[src/rtl/i2c_reg_slave.sv]
// Write-only I2C target feeding single-cycle register-write strobes to the FIR register bank.
// SCL/SDA are oversampled by clk; ACK is driven through an open-drain enable on SDA.
module i2c_reg_slave #(
    parameter logic [6:0] SLAVE_ADDR = 7'h2A
) (
    input  logic       clk,
    input  logic       rst,
    input  logic       scl_in,
    input  logic       sda_in,
    output logic       sda_oe,
    output logic [7:0] reg_addr,
    output logic [7:0] reg_wdata,
    output logic       reg_we,
    output logic       busy
);

    typedef enum logic [2:0] {
        StIdle,
        StAddr,
        StAddrAck,
        StReg,
        StRegAck,
        StData,
        StDataAck,
        StIgnore
    } state_t;

    state_t     state;
    logic       scl_meta, scl_sync, scl_prev;
    logic       sda_meta, sda_sync, sda_prev;
    logic [2:0] bit_cnt;
    logic       byte_full;
    logic [7:0] shreg;

    logic start_det, stop_det, scl_rise, scl_fall;

    // Two-stage synchronizers plus one history stage per line; idle bus level is high so
    // reset values produce no spurious edge.
    always_ff @(posedge clk or posedge rst) begin
        if (rst) begin
            scl_meta <= 1'b1;
            scl_sync <= 1'b1;
            scl_prev <= 1'b1;
            sda_meta <= 1'b1;
            sda_sync <= 1'b1;
            sda_prev <= 1'b1;
        end else begin
            scl_meta <= scl_in;
            scl_sync <= scl_meta;
            scl_prev <= scl_sync;
            sda_meta <= sda_in;
            sda_sync <= sda_meta;
            sda_prev <= sda_sync;
        end
    end

    // Line events decoded from the synchronized levels and their history.
    always_comb begin
        start_det = sda_prev & ~sda_sync & scl_sync;
        stop_det  = ~sda_prev & sda_sync & scl_sync;
        scl_rise  = ~scl_prev & scl_sync;
        scl_fall  = scl_prev & ~scl_sync;
    end

    // Protocol FSM with registered outputs; START/STOP take priority over SCL edges.
    always_ff @(posedge clk or posedge rst) begin
        if (rst) begin
            state     <= StIdle;
            bit_cnt   <= 3'd0;
            byte_full <= 1'b0;
            shreg     <= 8'h00;
            sda_oe    <= 1'b0;
            reg_addr  <= 8'h00;
            reg_wdata <= 8'h00;
            reg_we    <= 1'b0;
            busy      <= 1'b0;
        end else begin
            reg_we <= 1'b0;
            // Auto-increment the pointer the clk after each write strobe (wraps naturally).
            if (reg_we) begin
                reg_addr <= reg_addr + 8'd1;
            end

            if (start_det) begin
                state     <= StAddr;
                bit_cnt   <= 3'd0;
                byte_full <= 1'b0;
                sda_oe    <= 1'b0;
                busy      <= 1'b1;
            end else if (stop_det) begin
                state     <= StIdle;
                bit_cnt   <= 3'd0;
                byte_full <= 1'b0;
                sda_oe    <= 1'b0;
                busy      <= 1'b0;
            end else begin
                case (state)
                    StAddr, StReg, StData: begin
                        if (scl_rise) begin
                            shreg   <= {shreg[6:0], sda_sync};
                            bit_cnt <= bit_cnt + 3'd1;
                            if (bit_cnt == 3'd7) begin
                                byte_full <= 1'b1;
                            end
                        end else if (scl_fall && byte_full) begin
                            // Falls before the 8th bit (incl. the one right after START)
                            // are ignored.
                            byte_full <= 1'b0;
                            bit_cnt   <= 3'd0;
                            if (state == StAddr) begin
                                if (shreg[7:1] == SLAVE_ADDR && !shreg[0]) begin
                                    state  <= StAddrAck;
                                    sda_oe <= 1'b1;
                                end else begin
                                    state  <= StIgnore;
                                    sda_oe <= 1'b0;
                                end
                            end else if (state == StReg) begin
                                reg_addr <= shreg;
                                state    <= StRegAck;
                                sda_oe   <= 1'b1;
                            end else begin
                                reg_wdata <= shreg;
                                reg_we    <= 1'b1;
                                state     <= StDataAck;
                                sda_oe    <= 1'b1;
                            end
                        end
                    end
                    StAddrAck: begin
                        if (scl_fall) begin
                            sda_oe  <= 1'b0;
                            bit_cnt <= 3'd0;
                            state   <= StReg;
                        end
                    end
                    StRegAck: begin
                        if (scl_fall) begin
                            sda_oe  <= 1'b0;
                            bit_cnt <= 3'd0;
                            state   <= StData;
                        end
                    end
                    StDataAck: begin
                        if (scl_fall) begin
                            sda_oe  <= 1'b0;
                            bit_cnt <= 3'd0;
                            state   <= StData;
                        end
                    end
                    StIgnore: begin
                        sda_oe <= 1'b0;
                    end
                    default: begin
                        state <= StIdle;
                    end
                endcase
            end
        end
    end

endmodule

[config.mk]
export PLATFORM = sky130hd
export DESIGN_NAME = i2c_reg_slave
export DESIGN_NICKNAME = d
export VERILOG_FILES = /design/src/rtl/i2c_reg_slave.sv
export SDC_FILE = /design/constraint.sdc
export NUM_CORES = 1
export LEC_CHECK = 0
export ABC_AREA = 1
export CAP_MARGIN = 30
export CORE_MARGIN = 2
export CORE_UTILIZATION = 25
export CTS_CLUSTER_DIAMETER = 40
export CTS_CLUSTER_SIZE = 12
export DETAILED_ROUTE_END_ITERATION = 16
export GPL_TIMING_DRIVEN = 0
export PLACE_DENSITY = 0.53
export SETUP_SLACK_MARGIN = 0.5
export SLEW_MARGIN = 25
export SYNTH_ARGS = -nofsm -noshare
export SYNTH_HDL_FRONTEND = slang
export SYNTH_SLANG_ARGS = --single-unit
[constraint.sdc]
create_clock -name clk -period 1.95 [get_ports clk]
set_input_delay 0.2925 -clock clk [delete_from_list [all_inputs] [get_ports clk]]
set_output_delay 0.2925 -clock clk [all_outputs]
set_load 0.03 [all_outputs]
==> metrics.json <==
{
  "cts": {
    "htreeDepth": 2,
    "worstSkewPairLatency_ns": 0.29,
    "clock_path_buffers": 2,
    "tritoncts": "built",
    "path_clk_slew_ns": 0.08,
    "cts_root_buffer": "clkbuf_8",
    "cts-buffers-inserted": 5,
    "cts.sink_count": 40
  },
  "route": {
    "initial_drt_pass_iterations": 4,
    "detail_route.vias_per_cell": 4.21,
    "detail_route.wirelength_um": 4410,
    "dr.first_iter.drc_count": 77,
    "final_antenna_net_count": 0,
    "route.detailed.drc": 0,
    "dr_total_vias": 1671,
    "routedWlPerCell_um": 11.1
  },
  "timing": {
    "final_hold_viol_count": 0,
    "rsz0062_at_grt": "yes",
    "timing.final.max_slew_violations": 0,
    "worst_pin_slew_ns": 0.331,
    "setup_viol": 0,
    "max_slew_headroom_at_the_worst_pin": 0.779,
    "post-route-period-util": 0.771,
    "min_period_ns": 1.50,
    "fin_skew_ns": 0.00980,
    "fmaxAchievable_mhz": 665
  },
  "critical_path": {
    "crit_slowest_cell": "dfstp_2",
    "crit_path_required_time_ns": 2.13,
    "critical-path-max-stage-delay_ns": 0.54,
    "crit_chain": "buf_6, nand2_2, nor2_4, nor2_4, buf_8, nand2_8, nand2_4, o21ai_2, nand2_1",
    "worst-endpoint-arrival_ns": 1.68,
    "cp-start-kind": "register",
    "criticalPathCategory": "reg -> reg",
    "critPathCaptureType": "register",
    "cell_seen_most_often_among_critical_path_stages": "nor2_4",
    "crit_fanout": 6
  },
  "yosys": {
    "synth_top_area_cell": "dfrtp_1",
    "synthesis.nets": 254,
    "synth-seq-cells": 40,
    "syn-instance-count": 247,
    "synth_enable_flop_cells": 0,
    "synth_sequential_area_ratio": 0.488,
    "postSynth.topFlopCell": "dfrtp_1",
    "syn-mean-instance-area_um2": 8.36,
    "yosysWarningCount": 0,
    "synth_async_sr_flop_share": 1.00,
    "yosysUniqueCellTypes": 29,
    "synthesis.area_um2": 2060,
    "synth.top_cells.by_area": "dfrtp_1 (41%), nand2_1 (14%), dfstp_2 (7.6%)",
    "yosysMostFrequentCell": "nand2_1",
    "synth_top_area_share": 0.412,
    "synth_common_cells": "nand2_1 (75), dfrtp_1 (34), inv_1 (24), nor2_1 (18), nand3_1 (17)"
  },
  "grt": {
    "grt_pass1_wl_um": 7350,
    "grt_start_max_net_pins": 28,
    "gr-usage-met1": 0.148,
    "first_global_vias": 1554,
    "antenna_violations_before_repair": 0,
    "groute.layer.met3.usage": 0.0287,
    "grt_overflow": 0,
    "grt.busiest_layer": "met2",
    "global_route_track_usage_on_met2": 0.152,
    "aggregate_global_route_resource_usage": 0.105
  },
  "floorplanning": {
    "initial_core_util": 0.255,
    "ios": 23,
    "placement_rows": 33,
    "floorplan.die.width_um": 94.9,
    "die-height_um": 94.9,
    "fp.dieArea_um2": 9000,
    "core_region_area_um2": 8090
  },
  "placed_design": {
    "dpl_wire_length_um": 3030,
    "placement.cell_area_um2": 2440,
    "dpl.cell_count": 375,
    "place.gp.congestion": 0.723,
    "number_of_buffers_added_on_ports": 22
  },
  "finish": {
    "sequential_cell_area_um2": 1010,
    "layout.cell_area.non_filler_um2": 2790,
    "final_nets": 298,
    "layout-drive-gt1-share": 0.315,
    "antennaDiodeCount": 0,
    "growth_of_design_area_from_synthesis_to_finish_pct": 35.2,
    "layoutNonFillerInstCount": 397,
    "multi_input_comb_area_um2": 1020,
    "fillCellCount": 857
  },
  "power_and_ir_drop": {
    "p_per_area_nw_per_um2": 1230,
    "internal-power_mw": 1.98,
    "peakVddDrop_uv": 336,
    "power.switching_mw": 1.45,
    "power_frac_seq": 0.354,
    "power.leakage_nw": 1.41,
    "combinationalPowerShare": 0.453,
    "clkPwrFrac": 0.193,
    "switching_share": 0.423
  },
  "run_status": {
    "outcome": "complete, no violations"
  },
  "run": {
    "maxCapViolCount": 0
  },
  "min_path": {
    "hold_path_class": "in -> async"
  }
}
-- metrics by stage --
| stage | worst slack, ns | hold slack, ns | total power [mW] | util | TNS (ns) |
|---|---|---|---|---|---|
| after floorplan | 0.541 | 0.297 | 2.23 | - | 0 |
| after global placement | -0.190 | 0.346 | 2.59 | 0.299 | -6.40 |
| after detailed placement | 0.435 | 0.348 | 2.62 | 0.301 | 0 |
| after CTS | 0.420 | 0.282 | 3.28 | 0.315 | 0 |
| after global routing | 0.355 | 0.299 | 3.72 | 0.345 | 0 |
| final | 0.446 | 0.275 | 3.43 | 0.345 | 0 |
-- timing repair --
action | 4_1_cts | 5_1_grt
hold buffers | 0 | 0
buffers inserted | 1 | 11
pin swaps | 0 | 6
gates resized for setup | 24 | 40
setup endpoints to repair | 35 | 29
gates cloned | 0 | 2
-- logic make-up (layout without fill, tap and decap cells) --
group / after synthesis / count (layout) / share of synthesized area
AND/OR/NAND/NOR: 134 / 134 / 0.306
flip-flops: 40 / 40 / 0.488
buffers and inverters: 36 / 81 / 0.0806
AO/OA/AOI/OAI: 31 / 31 / 0.0933
adder cells (fa/ha/maj): 3 / 3 / 0.0182
XOR/XNOR: 2 / 2 / 0.00849
multiplexers: 1 / 1 / 0.00485
-- final timing paths --
check                           slack, ns  cells past startpoint               start                    to
worst max-delay path                 0.45                      9  scl_sync$_DFF_PP1_    sda_oe$_DFFE_PP0P_
worst min-delay path                 0.27                      2                 rst  shreg[1]$_DFFE_PP0P_
worst max register to register       0.45                      9  scl_sync$_DFF_PP1_    sda_oe$_DFFE_PP0P_
worst min register to register       0.36                      0  scl_meta$_DFF_PP1_    scl_sync$_DFF_PP1_
max in group asynchronous            1.16                      3                 rst    scl_prev$_DFF_PP1_
min in group clk                     0.36                      0  scl_meta$_DFF_PP1_    scl_sync$_DFF_PP1_
-- power groups by stage --
stage               Clock (mW)  Combinational (mW)  Sequential, mW
global route             0.732                1.74            1.24
finish                   0.662                1.56            1.22
floorplan                    0               0.881            1.35
detailed placement           0                1.41            1.22
global placement             0                1.38            1.21
CTS                      0.689                1.39            1.20
-- worst max-delay path, delay by kind of cell, from the launching register on --
kind                   cells  cell delay [ns]
and+or+nand+nor            6             0.44
AOI/OAI and AO/OA          1             0.13
buffers and inverters      2             0.27
DFF                        1             0.54
-- placed cells by master, fill, tap and decap left out, types with 7 or more instances in the layout --
cell type      synthesis  routed
nand3_1               17      15
inv_1                 24      22
nand2_2                7       9
nor2_1                18      15
inv_2                  6       8
buf_4                  2      11
o21ai_1               12       8
nand2_4                2       7
o21ai_2                8      12
dlygate4sd2_1          0      15
dfrtp_1               34      34
nand2_1               75      67
-- final cells by class --
class                   instances  share of cell area
clock inverters                 2              0.0126
flip-flops and latches         40               0.361
plain buffers                   6              0.0255
clock buffers                   6              0.0260
well taps                     105              0.0471
repair buffers                 37               0.123
inverters                      30              0.0403
multi-input cells             171               0.364
-- registers in the layout (all words and copies together) (netlist names) --
signal	flops
sda_prev	1
sda_sync	1
scl_meta	1
reg_we	1
sda_meta	1
scl_sync	1
sda_oe	1
shreg	8
busy	1
bit_cnt	3
reg_addr	8
state	3
reg_wdata	8
byte_full	1
scl_prev	1
-- routing by layer --
layer	vias to the layer above	share of wire	routed length (um)
met5	-	0	0
met4	0	0.018	80
met3	7	0.027	120
met2	21	0.46	2040
met1	772	0.49	2160
li1	871	-	-
No activity file was read; power rests on OpenSTA's default activity.
